[config.mk]
export PLATFORM = sky130hd
export DESIGN_NAME = pipeline_hazard_ctrl
export DESIGN_NICKNAME = d
export VERILOG_FILES = /design/src/rtl/pipeline_hazard_ctrl.sv
export SDC_FILE = /design/constraint.sdc
export NUM_CORES = 1
export LEC_CHECK = 0
export BUFFER_PORTS_ARGS = -buffer_cell sky130_fd_sc_hd__buf_2
export CORE_ASPECT_RATIO = 1.5
export CORE_MARGIN = 8
export CORE_UTILIZATION = 35
export DETAILED_ROUTE_END_ITERATION = 7
export GPL_ROUTABILITY_DRIVEN = 0
export HOLD_SLACK_MARGIN = 0.1
export PLACE_DENSITY = 0.65
export SYNTH_ARGS = -nofsm -noshare
export SYNTH_HDL_FRONTEND = slang
export SYNTH_SLANG_ARGS = --single-unit
[constraint.sdc]
create_clock -name clk -period 4.5 [get_ports clk]
set_input_delay 0.45 -clock clk [delete_from_list [all_inputs] [get_ports clk]]
set_output_delay 0.45 -clock clk [all_outputs]
set_load 0.03 [all_outputs]
[src/rtl/pipeline_hazard_ctrl.sv]
// -----------------------------------------------------------------------------
// pipeline_hazard_ctrl
//
// Stall/flush sequencer for a 5-stage pipeline (PC, IF/ID, ID/EX, EX/MEM,
// MEM/WB). It produces a hold-enable (*_en, 0 = hold) and a NOP-load strobe
// (*_flush, takes priority over en in the consuming register) for each
// pipeline register. It resolves:
//   - data-memory wait states (whole front of the pipe freezes, MEM/WB gets
//     a bubble), with a timeout that halts the core and sets a sticky fault
//   - taken branches/jumps in EX (squash IF/ID and ID/EX)
//   - load-use hazards (one bubble into ID/EX, PC and IF/ID hold)
//   - ECALL/EBREAK in ID (stop fetching, let older instructions retire for
//     DRAIN_CYCLES cycles, then halt until reset)
//
// Parameters:
//   DRAIN_CYCLES : cycles with fetch stopped before HALTED (counted from the
//                  cycle the halt instruction is seen in ID)
//   MEM_TIMEOUT  : frozen memory cycles tolerated before a fault
//   CNT_W        : performance counter width (PIPE_PERF_CNT_EN builds only)
//
// Ports:
//   clk, reset                      clock, synchronous active-high reset
//   id_rs1_addr/id_rs2_addr         source registers of the ID instruction
//   id_uses_rs1/id_uses_rs2         ID instruction really reads rs1/rs2
//   id_halt                         ID instruction is ECALL/EBREAK
//   ex_MemRead, ex_rd_addr          EX instruction is a load / its rd
//   ex_branch_taken                 EX redirects the PC
//   mem_MemRead/mem_MemWrite        MEM stage accesses data memory
//   dmem_ready                      data memory finishes this cycle
//   pc_en, *_en, *_flush            pipeline register controls
//   halted                          core stopped
//   mem_fault                       sticky memory-timeout flag
//
// Optional feature (macro PIPE_PERF_CNT_EN): adds saturating counters
//   stall_cnt, flush_cnt, memwait_cnt of width CNT_W.
// -----------------------------------------------------------------------------
`timescale 1ns/1ps

module pipeline_hazard_ctrl #(
  parameter int DRAIN_CYCLES = 3,
  parameter int MEM_TIMEOUT  = 16
`ifdef PIPE_PERF_CNT_EN
  ,
  parameter int CNT_W        = 32
`endif
) (
  input  logic       clk,
  input  logic       reset,
  input  logic [4:0] id_rs1_addr,
  input  logic [4:0] id_rs2_addr,
  input  logic       id_uses_rs1,
  input  logic       id_uses_rs2,
  input  logic       id_halt,
  input  logic       ex_MemRead,
  input  logic [4:0] ex_rd_addr,
  input  logic       ex_branch_taken,
  input  logic       mem_MemRead,
  input  logic       mem_MemWrite,
  input  logic       dmem_ready,
  output logic       pc_en,
  output logic       if_id_en,
  output logic       if_id_flush,
  output logic       id_ex_en,
  output logic       id_ex_flush,
  output logic       ex_mem_en,
  output logic       mem_wb_en,
  output logic       mem_wb_flush,
  output logic       halted,
  output logic       mem_fault
`ifdef PIPE_PERF_CNT_EN
  ,
  output logic [CNT_W-1:0] stall_cnt,
  output logic [CNT_W-1:0] flush_cnt,
  output logic [CNT_W-1:0] memwait_cnt
`endif
);

  localparam int TW = $clog2(MEM_TIMEOUT + 1);
  localparam int DW = (DRAIN_CYCLES < 1) ? 1 : $clog2(DRAIN_CYCLES + 1);

  typedef enum logic [1:0] {
    S_RUN      = 2'd0,
    S_MEM_WAIT = 2'd1,
    S_DRAIN    = 2'd2,
    S_HALTED   = 2'd3
  } state_t;

  state_t        state;
  state_t        state_next;
  logic [TW-1:0] tcnt;
  logic [TW-1:0] tcnt_next;
  logic [TW-1:0] tcnt_base;
  logic [TW-1:0] tcnt_inc;
  logic [DW-1:0] dcnt;
  logic [DW-1:0] dcnt_next;
  logic          fault_set;
  logic          mem_stall;
  logic          load_use;

  assign mem_stall = (mem_MemRead | mem_MemWrite) & ~dmem_ready;

  // x0 is never a real dependency, so a load to x0 cannot cause a stall.
  assign load_use = ex_MemRead & (ex_rd_addr != 5'd0) &
                    ((id_uses_rs1 & (id_rs1_addr == ex_rd_addr)) |
                     (id_uses_rs2 & (id_rs2_addr == ex_rd_addr)));

  // Output decode and next-state/counter computation.
  always_comb begin
    pc_en        = 1'b1;
    if_id_en     = 1'b1;
    if_id_flush  = 1'b0;
    id_ex_en     = 1'b1;
    id_ex_flush  = 1'b0;
    ex_mem_en    = 1'b1;
    mem_wb_en    = 1'b1;
    mem_wb_flush = 1'b0;
    halted       = 1'b0;
    state_next   = state;
    tcnt_next    = tcnt;
    dcnt_next    = dcnt;
    fault_set    = 1'b0;
    // A freeze entered from RUN starts a fresh count; MEM_WAIT and DRAIN
    // continue the running count.
    if (state == S_RUN) begin
      tcnt_base = {TW{1'b0}};
    end else begin
      tcnt_base = tcnt;
    end
    tcnt_inc = tcnt_base + TW'(1);

    if (reset) begin
      pc_en        = 1'b0;
      if_id_en     = 1'b0;
      if_id_flush  = 1'b1;
      id_ex_en     = 1'b0;
      id_ex_flush  = 1'b1;
      ex_mem_en    = 1'b0;
      mem_wb_en    = 1'b0;
      mem_wb_flush = 1'b1;
      state_next   = S_RUN;
      tcnt_next    = {TW{1'b0}};
      dcnt_next    = {DW{1'b0}};
    end else begin
      case (state)
        S_RUN, S_MEM_WAIT, S_DRAIN: begin
          if (mem_stall) begin
            // Freeze everything upstream of MEM; MEM/WB takes a bubble.
            pc_en        = 1'b0;
            if_id_en     = 1'b0;
            id_ex_en     = 1'b0;
            ex_mem_en    = 1'b0;
            mem_wb_flush = 1'b1;
            if (tcnt_inc >= TW'(MEM_TIMEOUT)) begin
              fault_set  = 1'b1;
              state_next = S_HALTED;
              tcnt_next  = TW'(MEM_TIMEOUT);
            end else begin
              // DRAIN stays in DRAIN with its drain count paused.
              state_next = (state == S_DRAIN) ? S_DRAIN : S_MEM_WAIT;
              tcnt_next  = tcnt_inc;
            end
          end else if (state == S_DRAIN) begin
            // Halt is older than anything in EX, so branches are ignored.
            pc_en       = 1'b0;
            if_id_flush = 1'b1;
            tcnt_next   = {TW{1'b0}};
            if (dcnt >= DW'(DRAIN_CYCLES - 1)) begin
              state_next = S_HALTED;
              dcnt_next  = DW'(DRAIN_CYCLES);
            end else begin
              dcnt_next  = dcnt + DW'(1);
            end
          end else begin
            // RUN, or the cycle MEM_WAIT sees dmem_ready.
            state_next = S_RUN;
            tcnt_next  = {TW{1'b0}};
            if (ex_branch_taken) begin
              if_id_flush = 1'b1;
              id_ex_flush = 1'b1;
            end else if (load_use) begin
              pc_en       = 1'b0;
              if_id_en    = 1'b0;
              id_ex_flush = 1'b1;
            end else if (id_halt) begin
              // The cycle the halt sits in ID is the first drain cycle.
              pc_en       = 1'b0;
              if_id_flush = 1'b1;
              dcnt_next   = DW'(1);
              if (DRAIN_CYCLES <= 1) begin
                state_next = S_HALTED;
              end else begin
                state_next = S_DRAIN;
              end
            end else begin
              state_next = S_RUN;
            end
          end
        end
        S_HALTED: begin
          pc_en     = 1'b0;
          if_id_en  = 1'b0;
          id_ex_en  = 1'b0;
          ex_mem_en = 1'b0;
          mem_wb_en = 1'b0;
          halted    = 1'b1;
        end
        default: begin
          // Unreachable encoding: hold the pipe in NOPs and recover to RUN.
          pc_en        = 1'b0;
          if_id_en     = 1'b0;
          if_id_flush  = 1'b1;
          id_ex_en     = 1'b0;
          id_ex_flush  = 1'b1;
          ex_mem_en    = 1'b0;
          mem_wb_en    = 1'b0;
          mem_wb_flush = 1'b1;
          state_next   = S_RUN;
          tcnt_next    = {TW{1'b0}};
          dcnt_next    = {DW{1'b0}};
        end
      endcase
    end
  end

  // State, counters and the sticky fault flag.
  always_ff @(posedge clk) begin
    if (reset) begin
      state     <= S_RUN;
      tcnt      <= {TW{1'b0}};
      dcnt      <= {DW{1'b0}};
      mem_fault <= 1'b0;
    end else begin
      state <= state_next;
      tcnt  <= tcnt_next;
      dcnt  <= dcnt_next;
      if (fault_set) begin
        mem_fault <= 1'b1;
      end else begin
        mem_fault <= mem_fault;
      end
    end
  end

`ifdef PIPE_PERF_CNT_EN
  // Events are recognised from the decoded strobes: each pattern below is
  // unique to its scenario (reset and HALTED never match any of them).
  logic ev_stall;
  logic ev_flush;
  logic ev_frozen;

  assign ev_stall  = ~if_id_en & id_ex_flush & id_ex_en;
  assign ev_flush  = if_id_flush & id_ex_flush & pc_en;
  assign ev_frozen = mem_wb_flush & ~if_id_flush;

  // Saturating performance counters.
  always_ff @(posedge clk) begin
    if (reset) begin
      stall_cnt   <= {CNT_W{1'b0}};
      flush_cnt   <= {CNT_W{1'b0}};
      memwait_cnt <= {CNT_W{1'b0}};
    end else begin
      if (ev_stall && (stall_cnt != {CNT_W{1'b1}})) begin
        stall_cnt <= stall_cnt + CNT_W'(1);
      end
      if (ev_flush && (flush_cnt != {CNT_W{1'b1}})) begin
        flush_cnt <= flush_cnt + CNT_W'(1);
      end
      if (ev_frozen && (memwait_cnt != {CNT_W{1'b1}})) begin
        memwait_cnt <= memwait_cnt + CNT_W'(1);
      end
    end
  end
`endif

endmodule

# Word-level counts from Yosys, hierarchy flattened
# Cells that the tools add are included.
[word_totals]
out_inout_bits = 10
wordCells = 87
inputBits = 25
regBits = 10
[classes]
addsub = 2
n_eq_ne = 8
order_cmp = 2
n_reduce_logical = 6
muxes = 56
bitwise_logic = 9
[op_table]
columns = ["operator", "count"]
rows = [
  ["2-to-1 mux 1 bit", 37],
  ["2-to-1 mux 2 bit", 13],
  ["2-to-1 mux 5 bit", 3],
  ["equality test 5 bit", 2],
  ["one-hot mux 1 bit (2 select lines)", 3],
  ["adder 5 x 1 -> 5 bit, second input constant", 1],
  ["AND 1 bit", 5],
  [">= comparator 5 bit, second input constant", 1],
  ["AND reduction 5 bit", 1],
  ["nonzero test 5 bit", 1],
  ["equality test 2 bit, second input constant", 2],
  ["inequality test 2 x 1 -> 1 bit, second input constant", 2],
  ["inequality test 3 x 2 -> 1 bit, second input constant", 1],
  ["OR reduction 3 bit", 1],
  ["adder 2 x 1 -> 2 bit, second input constant", 1],
  ["equality test 2 x 1 -> 1 bit, second input constant", 1],
  [">= comparator 2 bit, second input constant", 1],
  ["logical NOT 2 bit", 1],
  ["inverter 1 bit", 2],
  ["bitwise OR 1 bit", 2],
  ["AND reduction 2 bit", 1],
  ["nonzero test 2 bit", 1],
]

# Logic depth before layout (Yosys ltp)
[depth]
word_depth = 10
mapped_depth = 9
mapped_depth_nobuf = 8

# Worst setup path after synthesis
# OpenSTA, ideal clock, no wires.
[synth_path]
path_kind = "register to output"
from = "register state[1]"
to = "output if_id_en"
slack_ns = 1.952
path_stages_with_launch = 5
t_arrival_ns = 2.098
n_path_buf = 1
cell_sequence = "dfxtp_1 > buf_2 > a21oi_1 > nor2b_1 > o31a_1"
[synth_via]
elab_chain_cells = 5
word_cells_on_any_way = 9
[synth_lines]
columns = ["item", "line_no", "source"]
rows = [
  ["start, declared", "88", "state_t state;"],
  ["start signal, assigned", "233", "state <= state_next;"],
  ["equality test 2 bit", "144, 162", ""],
  ["2-to-1 mux 1 bit", "162", "end else if (state == S_DRAIN) begin"],
  ["2-to-1 mux 1 bit", "146", "if (mem_stall) begin"],
  ["one-hot mux 1 bit (2 select lines) (*)", "144", "case (state)"],
  ["2-to-1 mux 1 bit (*)", "131", "if (reset) begin"],
  ["end, declared", "61", "output logic if_id_en,"],
]
# Every way passes the cells marked *; elsewhere a longest branch is shown, timed or not.

# Worst setup path after layout
[layout_path]
from = "input ex_rd_addr[1]"
to = "output if_id_flush"
[layout_via]
elab_chain_cells = 10
word_cells_on_any_way = 14
[layout_lines]
columns = ["item", "line_no", "source"]
rows = [
  ["start, declared", "55", "input logic [4:0] ex_rd_addr,"],
  ["equality test 5 bit (on tied branches)", "104, 105", ""],
  ["AND 1 bit (on tied branches)", "104, 105", ""],
  ["bitwise OR 1 bit", "104", "((id_uses_rs1 & (id_rs1_addr == ex_rd_addr)) |"],
  ["AND 1 bit (*)", "103", "assign load_use = ex_MemRead & (ex_rd_addr != 5'd0) &"],
  ["2-to-1 mux 1 bit (*)", "180", "end else if (load_use) begin"],
  ["2-to-1 mux 1 bit (*)", "177", "if (ex_branch_taken) begin"],
  ["2-to-1 mux 1 bit (*)", "162", ""],
  ["2-to-1 mux 1 bit (*)", "146", ""],
  ["2-to-1 mux 1 bit (*)", "144", ""],
  ["2-to-1 mux 1 bit (*)", "131", ""],
  ["end, declared", "62", "output logic if_id_flush,"],
]
# Marks and branches as above.

==> results by group <==
Synth
  – Netlist Area Pre-Place: 749.5 um2
  – Avg Cell Area, Syn: 7.570 um2
  – Sequential fraction of the synthesis area: 26.71%
  – Synthesized Nets: 125
  – Synth warnings: 0
  – Yosys reg bits: 10
  – Cells after synthesis: 99
  – Post-synth cell types: 34

Floorplan
  – Core area: 2027 um2
  – Chip height: 72.68 um
  – Std-Cell Rows: 20
  – Die Span X: 53.79 um
  – Initial core utilization: 36.98%
  – I/O pin cnt: 35
  – Die area: 3909 um2

Timing
  – Final worst path period need: 2.273 ns
  – Period utilisation layout: 50.50%
  – Final setup vio count: 0
  – Hold Vio Cnt, Final: 0
  – Clock skew: 0.001830 ns
  – Slew Limit Fails: 0
  – Slew margin rel.: 70.68%
  – RSZ-0062 raised after global routing: no
  – Final WS setup: 2.227 ns
  – Worst slew pin tran: 0.4381 ns
  – Total negative setup slack: 0 ns
  – Fmax: 440.0 MHz

Worst setup path
  – Startpoint class of the critical path: input port
  – Worst R2R Start: state[1]$_SDFFE_PP0P_
  – CP required: 4.05 ns
  – R2r endpoint: tcnt[3]$_SDFFE_PP0N_
  – CP arrival: 1.82 ns
  – Path depth of the worst reg2reg path: 8
  – Kind of end point of the critical path: output port
  – Maximum fanout along the worst path: 4
  – Register-to-Register Setup Slack: 2.50 ns
  – Kind of critical path: in2out

Power
  – Power share of the combinational group: 27.6%
  – Pleak: 0.4129 nW
  – Sw frac: 30.86%
  – Clk pwr share: 33.6%
  – Total power: 0.0002442 W
  – Seq pwr share: 38.8%
  – Pwr Density: 253.8 nW/um2
  – Maximum VDD drop: 0.1040 mV
  – Internal power: 0.0001688 W
  – P_sw: 0.00007534 W

Detailed routing
  – Total Wirelength: 2.032 mm
  – Initial DRC count: 14
  – Vias per cell: 5.400
  – Routed Antenna Nets: 0
  – DRC viols: 0
  – Vias: 837
  – Pre-Repair DR Iteration Count: 4
  – Routed length per instance: 13.11 um

Clocking
  – Root buf cell: clkbuf_4
  – Clock tree buffer depth: 2
  – Post-CTS Hold Fix Bufs: 0
  – CTS H-tree lvls: 1
  – CTS tree: yes
  – Postcts setup bufs: 0
  – Post-cts gate resize count: 0
  – Clk_lat worst skew: 0.26 ns
  – Clock Sinks: 10
  – CTS Buf Count: 3
  – Clock transition at the registers of the reported paths: 0.07 ns

Hold path
  – Min-delay src: mem_fault$_SDFFE_PP0P_
  – Worst Hold End: mem_fault$_SDFFE_PP0P_
  – Min-Delay Path Class: reg2reg
  – WHS Path Cells: 2

Run status
  – Outcome: finished clean

Final layout
  – Antenna Cells: 0
  – Cell area after layout: 962.2 um2
  – # fillers: 226
  – Share of cells above drive strength 1: 31.58%
  – Nets: 160
  – Layout area overhead: 28.38%

GRT
  – Vias in the first global route: 849
  – Largest net degree at the start of global routing: 13
  – Initial antenna violation count: 0
  – First-pass GRT wire length: 3.491 mm
  – Remaining global-route overflow: 0
  – GR Util All Layers: 11.46%

Placed design
  – IO Port Bufs: 34
  – Post-place setup slack: 2.208 ns
  – Placed cell areas: 925.9 um2
  – Dpl hpwl: 1.748 mm

Run
  – MaxCap Viol Count: 0
==> through the flow <==
step	hold WS (ns)	util, %	cells
3_5_place_dp	0.4646	45.68	151
5_1_grt	0.5134	47.47	155
4_1_cts	0.4755	47.47	155
2_1_floorplan	0.4387	-	99
3_3_place_gp	0.4544	45.68	151
6_report	0.4700	47.47	155
==> layer usage <==
metal  vias to the layer above  track usage (%)  wire length, um
met3                         2            3.673              203
met1                       380            12.08              836
li1                        417                -                -
met4                         0            6.761               27
met2                        38            18.76              966
met5                         -                0                0
==> cells in the final DEF, fill, tap and decap left out, types with 2 or more instances in the layout <==
cell / n
nor2_1: 11
nand3_1: 2
nand2b_1: 3
inv_1: 2
a211oi_1: 2
and2_1: 2
o21ai_0: 6
a21oi_1: 8
nand2_1: 11
o21a_1: 2
buf_2: 34
o31a_1: 2
clkbuf_4: 3
xnor2_1: 10
a21o_1: 2
dfxtp_1: 10
nand4_1: 2
nor2b_1: 5
==> worst max path at each step <==
| stage | cells past startpoint | end | startpoint |
|---|---|---|---|
| 3_5_place_dp | 6 | if_id_flush | ex_rd_addr[1] |
| 3_3_place_gp | 6 | if_id_flush | ex_rd_addr[1] |
| 2_1_floorplan | 4 | if_id_en | state[1]$_SDFFE_PP0P_ |
| 6_report | 6 | if_id_flush | ex_rd_addr[1] |
| 5_1_grt | 6 | if_id_flush | ex_rd_addr[1] |
| 4_1_cts | 6 | if_id_flush | ex_rd_addr[1] |
==> area by class of cell <==
| class | instances | area (um2) | area share, % |
|---|---|---|---|
| multi-input combinational | 83 | 520.5 | 54.10 |
| inverter | 2 | 7.507 | 0.7802 |
| tap | 22 | 27.53 | 2.861 |
| timing repair buffer | 34 | 170.2 | 17.69 |
| clock buffer | 4 | 36.28 | 3.771 |
| sequential | 10 | 200.2 | 20.81 |
==> cells by family (layout without fill, tap and decap cells) <==
family	Yosys count	count (layout)	synth area share (%)
buf+inv	6	40	3.840
mux	1	1	1.502
flops	10	10	26.71
fa+ha+maj	1	1	1.669
simple gates	39	39	25.04
compound gates	31	31	28.38
xor+xnor	11	11	12.85
==> critical path, stage by stage <==
cell and delay (ns):
buf_2 0.12, or4_1 0.54, o21a_1 0.23, nand2_1 0.12
a311o_1 0.17, buf_2 0.19
==> flip-flops by register name (all words and copies together) (netlist names) <==
register   count
state          2
mem_fault      1
dcnt           2
tcnt           5
==> power by group through the flow <==
| stage | Clock, W | Sequential, W | Combinational, W |
|---|---|---|---|
| 2_1_floorplan | 0 | 0.0000950 | 0.0000464 |
| 3_3_place_gp | 0 | 0.0000966 | 0.0000667 |
| 3_5_place_dp | 0 | 0.0000967 | 0.0000678 |
| 4_1_cts | 0.0000843 | 0.0000947 | 0.0000680 |
| 5_1_grt | 0.0000912 | 0.0000955 | 0.0000738 |
| 6_report | 0.0000819 | 0.0000948 | 0.0000674 |
==> synthesized netlist by cell type <==
cell type	instances	area share [%]
inv_1	2	1.0
a21oi_1	8	5.3
a311o_1	1	1.3
o21a_1	2	2.0
nor4_1	1	0.84
buf_4	1	1.0
nand2_1	11	5.5
o31a_1	2	2.3
nor2b_1	5	4.2
o21ai_0	6	4.0
and2_1	2	1.7
buf_2	2	1.3
clkbuf_1	1	0.50
or2_2	1	0.84
dfxtp_1	10	27
nand3_1	2	1.3
o22ai_2	1	1.7
o21ai_1	1	0.67
xnor2_1	10	12
a311oi_1	1	1.2
nor2_1	11	5.5
or4_1	1	1.0
a31oi_1	1	0.84
o21ba_2	1	1.3
a211oi_1	2	2.0
o2bb2ai_1	1	1.2
o211a_1	1	1.3
xor2_1	1	1.2
ha_1	1	1.7
a21oi_2	1	1.2
nand4_1	2	1.7
nand2b_1	3	2.5
mux2_1	1	1.5
a21o_1	2	2.0
(Power assumes the default switching activity.)
